==> src/rtl/suma.sv <==
// suma: decimal addition engine for the keypad calculator.
// Builds two operands of up to four decimal digits from decoded key pulses
// and produces their binary sum, clamped to the 9999 display limit.
// Ports:
//   clk          system clock, rising edge
//   rst          asynchronous active-high reset
//   key_code     0-9 digit, 10 ADD, 11 EQUAL, 12 CLEAR, 13-15 ignored
//   key_pulse    one press per high cycle
//   result       operand being entered, or the computed sum
//   result_valid result holds a computed sum
//   result_pulse one-cycle strobe when a new sum is produced
//   overflow     last computed sum exceeded 9999
module suma (
    input  logic        clk,
    input  logic        rst,
    input  logic [3:0]  key_code,
    input  logic        key_pulse,
    output logic [13:0] result,
    output logic        result_valid,
    output logic        result_pulse,
    output logic        overflow
);

    localparam int unsigned RES_W = 14;
    localparam int unsigned SUM_W = 15;
    localparam int unsigned CNT_W = 3;

    localparam logic [RES_W-1:0] DISP_MAX   = 14'd9999;
    localparam logic [CNT_W-1:0] MAX_DIGITS = 3'd4;

    localparam logic [3:0] KEY_ADD   = 4'd10;
    localparam logic [3:0] KEY_EQUAL = 4'd11;
    localparam logic [3:0] KEY_CLEAR = 4'd12;

    localparam logic [1:0] ENTER_A = 2'd0;
    localparam logic [1:0] ENTER_B = 2'd1;
    localparam logic [1:0] DONE    = 2'd2;

    logic [1:0]       state, state_nxt;
    logic [RES_W-1:0] op_a, op_a_nxt;
    logic [RES_W-1:0] op_b, op_b_nxt;
    logic [CNT_W-1:0] cnt, cnt_nxt;
    logic [RES_W-1:0] result_nxt;
    logic             result_valid_nxt;
    logic             result_pulse_nxt;
    logic             overflow_nxt;

    logic             is_digit;
    logic [RES_W-1:0] digit;
    logic [RES_W-1:0] cur_op;
    logic [RES_W-1:0] entry_val;
    logic [SUM_W-1:0] sum_c;

    // Shared datapath: digit append on the active operand and the full-width sum
    assign is_digit  = (key_code <= 4'd9);
    assign digit     = RES_W'(key_code);
    assign cur_op    = (state == ENTER_B) ? op_b : op_a;
    // cur_op is at most 999 whenever a digit is appended, so 14 bits suffice
    assign entry_val = (cur_op * RES_W'(10)) + digit;
    assign sum_c     = SUM_W'(op_a) + SUM_W'(op_b);

    // State, operand and output registers
    always_ff @(posedge clk or posedge rst) begin
        if (rst) begin
            state        <= ENTER_A;
            op_a         <= '0;
            op_b         <= '0;
            cnt          <= '0;
            result       <= '0;
            result_valid <= 1'b0;
            result_pulse <= 1'b0;
            overflow     <= 1'b0;
        end else begin
            state        <= state_nxt;
            op_a         <= op_a_nxt;
            op_b         <= op_b_nxt;
            cnt          <= cnt_nxt;
            result       <= result_nxt;
            result_valid <= result_valid_nxt;
            result_pulse <= result_pulse_nxt;
            overflow     <= overflow_nxt;
        end
    end

    // Key decode and next-state logic
    always_comb begin
        state_nxt        = state;
        op_a_nxt         = op_a;
        op_b_nxt         = op_b;
        cnt_nxt          = cnt;
        result_nxt       = result;
        result_valid_nxt = result_valid;
        result_pulse_nxt = 1'b0;
        overflow_nxt     = overflow;

        if (key_pulse) begin
            if (is_digit) begin
                case (state)
                    ENTER_A, ENTER_B: begin
                        // digits beyond the fourth are dropped
                        if (cnt < MAX_DIGITS) begin
                            if (state == ENTER_A) op_a_nxt = entry_val;
                            else                  op_b_nxt = entry_val;
                            cnt_nxt    = cnt + 3'd1;
                            result_nxt = entry_val;
                        end
                    end
                    DONE: begin
                        // a digit after a result starts a fresh calculation
                        op_a_nxt         = digit;
                        op_b_nxt         = '0;
                        cnt_nxt          = 3'd1;
                        result_nxt       = digit;
                        result_valid_nxt = 1'b0;
                        overflow_nxt     = 1'b0;
                        state_nxt        = ENTER_A;
                    end
                    default: state_nxt = ENTER_A;
                endcase
            end else begin
                case (key_code)
                    KEY_ADD: begin
                        if (state == ENTER_A) begin
                            op_b_nxt   = '0;
                            cnt_nxt    = '0;
                            result_nxt = '0;
                            state_nxt  = ENTER_B;
                        end else if (state == DONE) begin
                            // chain: the displayed (clamped) sum becomes operand A
                            op_a_nxt         = result;
                            op_b_nxt         = '0;
                            cnt_nxt          = '0;
                            result_nxt       = '0;
                            result_valid_nxt = 1'b0;
                            overflow_nxt     = 1'b0;
                            state_nxt        = ENTER_B;
                        end
                    end
                    KEY_EQUAL: begin
                        if (state == ENTER_B) begin
                            if (sum_c > SUM_W'(DISP_MAX)) begin
                                result_nxt   = DISP_MAX;
                                overflow_nxt = 1'b1;
                            end else begin
                                result_nxt   = RES_W'(sum_c);
                                overflow_nxt = 1'b0;
                            end
                            result_valid_nxt = 1'b1;
                            result_pulse_nxt = 1'b1;
                            state_nxt        = DONE;
                        end
                    end
                    KEY_CLEAR: begin
                        op_a_nxt         = '0;
                        op_b_nxt         = '0;
                        cnt_nxt          = '0;
                        result_nxt       = '0;
                        result_valid_nxt = 1'b0;
                        overflow_nxt     = 1'b0;
                        state_nxt        = ENTER_A;
                    end
                    default: ;
                endcase
            end
        end
    end

endmodule

==> config.mk <==
export PLATFORM = sky130hd
export DESIGN_NAME = suma
export DESIGN_NICKNAME = d
export VERILOG_FILES = /design/src/rtl/suma.sv
export SDC_FILE = /design/constraint.sdc
export NUM_CORES = 1
export LEC_CHECK = 0
export CORE_MARGIN = 2
export CORE_UTILIZATION = 60
export DETAILED_ROUTE_END_ITERATION = 16
export PLACE_DENSITY = 0.81
export SLEW_MARGIN = 10
export SYNTH_ARGS = -nofsm -noshare
export SYNTH_HDL_FRONTEND = slang
export SYNTH_SLANG_ARGS = --single-unit
==> constraint.sdc <==
create_clock -name clk -period 5 [get_ports clk]
set_clock_uncertainty 0.05 [all_clocks]
set_input_delay 0.5 -clock clk [delete_from_list [all_inputs] [get_ports clk]]
set_output_delay 0.5 -clock clk [all_outputs]
set_load 0.005 [all_outputs]
==> results.md <==
- Status: completed
- Worst path max stage delay: 0.50 ns
- RSZ-0062 raised after global routing: no
- Synthesized area: 0.00410 mm2
- Slew HR: 31.2%
- CP max FO: 13
- Iter 0 DRT Violations: 422
- IO Count: 24
- CTS root buf: clkbuf_8
- Library cells used by synthesis: 67
- Post-route ant nets: 0
- F_max: 0.230 GHz
- Crit path required time: 5.16 ns
- Synthesized net count: 518
- Routed wire per std cell: 18.6 um
- Register area share after synthesis: 30.5%
- Max-cap violations: 0
- Post-detail-place hpwl: 8170 um
- Worst-Margin Slew: 1.03 ns
- Mapped Avg Cell Area: 8.62 um2
- Routability cong.: 0.907
- Commonest cells post-synth: dfrtp_1, nand2_1, nor2_1
- Area Growth Syn to Fin: 9.68%
- Tcrit/Tclk final: 87.0%
- Sequence of cells on the critical path: nand2b_1 > buf_4 > mux2i_1 > inv_1 > ha_1 > ha_1 > a211oi_1 > nor2_1 > o31ai_1 > a21oi_1 > xor2_1 > nand3_1 > xnor2_1 > o221ai_1 > o21a_1
- Starting Density: 61.3%
- CTS clock-pin slew for the worst setup and hold paths: 0.10 ns
- DRT Pass-1 Iters: 5
- Die X: 86.6 um
- Worst skew pair latency: 0.31 ns
- Clk sink count: 50
- Post-CTS Setup Bufs: 0
- Worst vdd ir: 0.000516 V
- Final setup viols: 0
- H-tree depth: 2
- Critical Path Source Type: flop
- Pins Over Slew Limit: 0
- Layout cells sized above 1: 10.5%
- Total global-route track usage: 30.3%
- Pwr/cell area: 759 mW/mm2
- Setup TNS Final: 0 ns
- CP Capture Type: flop
- Die Y: 86.6 um
- First-pass GRT wire length: 17800 um
- Fin. Hold Viols: 0
- Largest net degree at the start of global routing: 51
- Post-layout minimum cycle time: 4.35 ns
- Lkg Pwr: 2.07 nW
- Initial antenna violation count: 0
- Fillers: 568
- Post-CTS sizing: 0
- Port bufs: 23
- Fraction of registers with async set/reset: 100%
- Number of synthesized flops with an enable pin: 0
- Seq cells post-synth: 50
- Share of the synthesized area in the top cell type: 30.5%
- Area of the core: 0.00668 mm2
- Slowest stage cell, crit path: a211oi_1
- WS Path Type: reg2reg
- Min-Delay Path Class: reg2reg
- Grt total ovfl: 0
- Largest cells by area after synthesis: dfrtp_1, ha_1, a21oi_1
- Vias: 3723
- Tot Pwr: 3.41 mW
- Most common cell in the netlist: dfrtp_1
- # nets final: 537
- CTS buffer count: 5
- Yosys top cell by area: dfrtp_1
- Synth Instances: 475
- Clk buf depth: 2
- CP arrival: 4.51 ns
- Standard-cell row count: 30
- Die area: 0.00750 mm2
- Antenna diodes: 0
- Total Routed Length: 10700 um
- DRC: 0
- Hold_buf cts: 0
- Routed vias/inst: 6.47
- TritonCTS clock tree: done
- Synth warnings: 0
- Vias in the first global route: 3471
- CP most frequent cell: ha_1
- Most used DFF post-synth: dfrtp_1
cell usage in the layout, fill, tap and decap left out, types with 4 or more instances in the layout:
master | synthesis | routed
nor2b_1 | 6 | 6
nand3_1 | 17 | 17
a21o_1 | 7 | 7
or2_2 | 4 | 4
nor2_1 | 43 | 43
mux2i_1 | 11 | 11
mux2_2 | 15 | 15
nand2_1 | 49 | 49
clkdlybuf4s50_1 | 0 | 23
a211oi_1 | 8 | 8
clkbuf_8 | 0 | 5
o21ai_0 | 36 | 36
inv_1 | 19 | 18
dfrtp_1 | 50 | 50
nand2b_1 | 5 | 5
o31ai_1 | 11 | 10
buf_4 | 0 | 6
o21a_1 | 6 | 6
xnor2_1 | 15 | 15
a21oi_1 | 37 | 37
xor2_1 | 13 | 13
ha_1 | 33 | 33
nor3_1 | 7 | 7
o22ai_1 | 4 | 4
critical path, delay by kind of cell (launching register included):
family	cells	cell delay, ns
adder cells (fa/ha/maj)	2	0.66
flip-flops	1	0.47
AO/OA/AOI/OAI	5	1.25
multiplexers	1	0.35
AND/OR/NAND/NOR	3	0.51
buffers and inverters	2	0.34
XOR/XNOR	2	0.60
area by class of cell:
type                       count  area, um2  share of cell area (%)
timing repair buffer          29        275                    6.13
inverter                      19       71.3                    1.59
clock inverter                 3       21.3                   0.473
clock buffer                   5       68.8                    1.53
tap                           80        100                    2.23
multi-input combinational    389       2710                    60.2
sequential                    50       1250                    27.8
per-stage QoR:
stage | setup slack [ns] | cells | area (um2) | util (%) | hold WS, ns
after floorplan | 0.724 | 475 | 4100 | - | 0.393
after global placement | 0.815 | 567 | 4400 | 65.9 | 0.406
after detailed placement | 0.704 | 567 | 4400 | 65.9 | 0.423
after CTS | 0.685 | 575 | 4490 | 67.2 | 0.445
after global routing | 0.337 | 575 | 4490 | 67.2 | 0.459
final | 0.649 | 575 | 4490 | 67.2 | 0.440
final timing paths:
| path | startpoint | to | slack, ns | cells after the start |
|---|---|---|---|---|
| setup / recovery | state[1]$_DFFE_PP0P_ | result[13]$_DFFE_PP0P_ | 0.65 | 15 |
| hold / removal | cnt[1]$_DFFE_PP0P_ | cnt[1]$_DFFE_PP0P_ | 0.44 | 2 |
| setup reg to reg | state[1]$_DFFE_PP0P_ | result[13]$_DFFE_PP0P_ | 0.65 | 15 |
| hold reg to reg | cnt[1]$_DFFE_PP0P_ | cnt[1]$_DFFE_PP0P_ | 0.44 | 2 |
| max in group asynchronous | rst | op_b[12]$_DFFE_PP0P_ | 3.57 | 2 |
| min in group asynchronous | rst | op_a[1]$_DFFE_PP0P_ | 0.69 | 2 |
sequential cells by signal, summed over array words and instances, names as in the netlist:
register	flops
result_valid	1
cnt	3
state	2
result_pulse	1
op_b	14
op_a	14
result	14
overflow	1
metal layers:
| metal | global-route usage, % | routed length, um | vias to the layer above |
|---|---|---|---|
| li1 | - | - | 1758 |
| met1 | 45.5 | 4920 | 1780 |
| met2 | 45.1 | 4680 | 169 |
| met3 | 5.24 | 864 | 16 |
| met4 | 8.52 | 209 | 0 |
| met5 | 0 | 0 | - |
cell families (layout without fill, tap and decap cells):
family	Yosys count	in the layout	share of synthesized area, %
AO/OA/AOI/OAI	146	146	23.5
buffers and inverters	36	56	3.54
adder cells (fa/ha/maj)	36	36	11.5
multiplexers	26	26	6.81
flip-flops	50	50	30.5
AND/OR/NAND/NOR	153	153	18.1
XOR/XNOR	28	28	5.99
power breakdown:
group          switching, mW  internal, mW  leakage [nW]
sequential             0.169         0.576         0.629
combinational           1.39          1.03          1.40
clock                  0.147        0.0987        0.0441
total                   1.71          1.70          2.07
(Power assumes the default switching activity.)
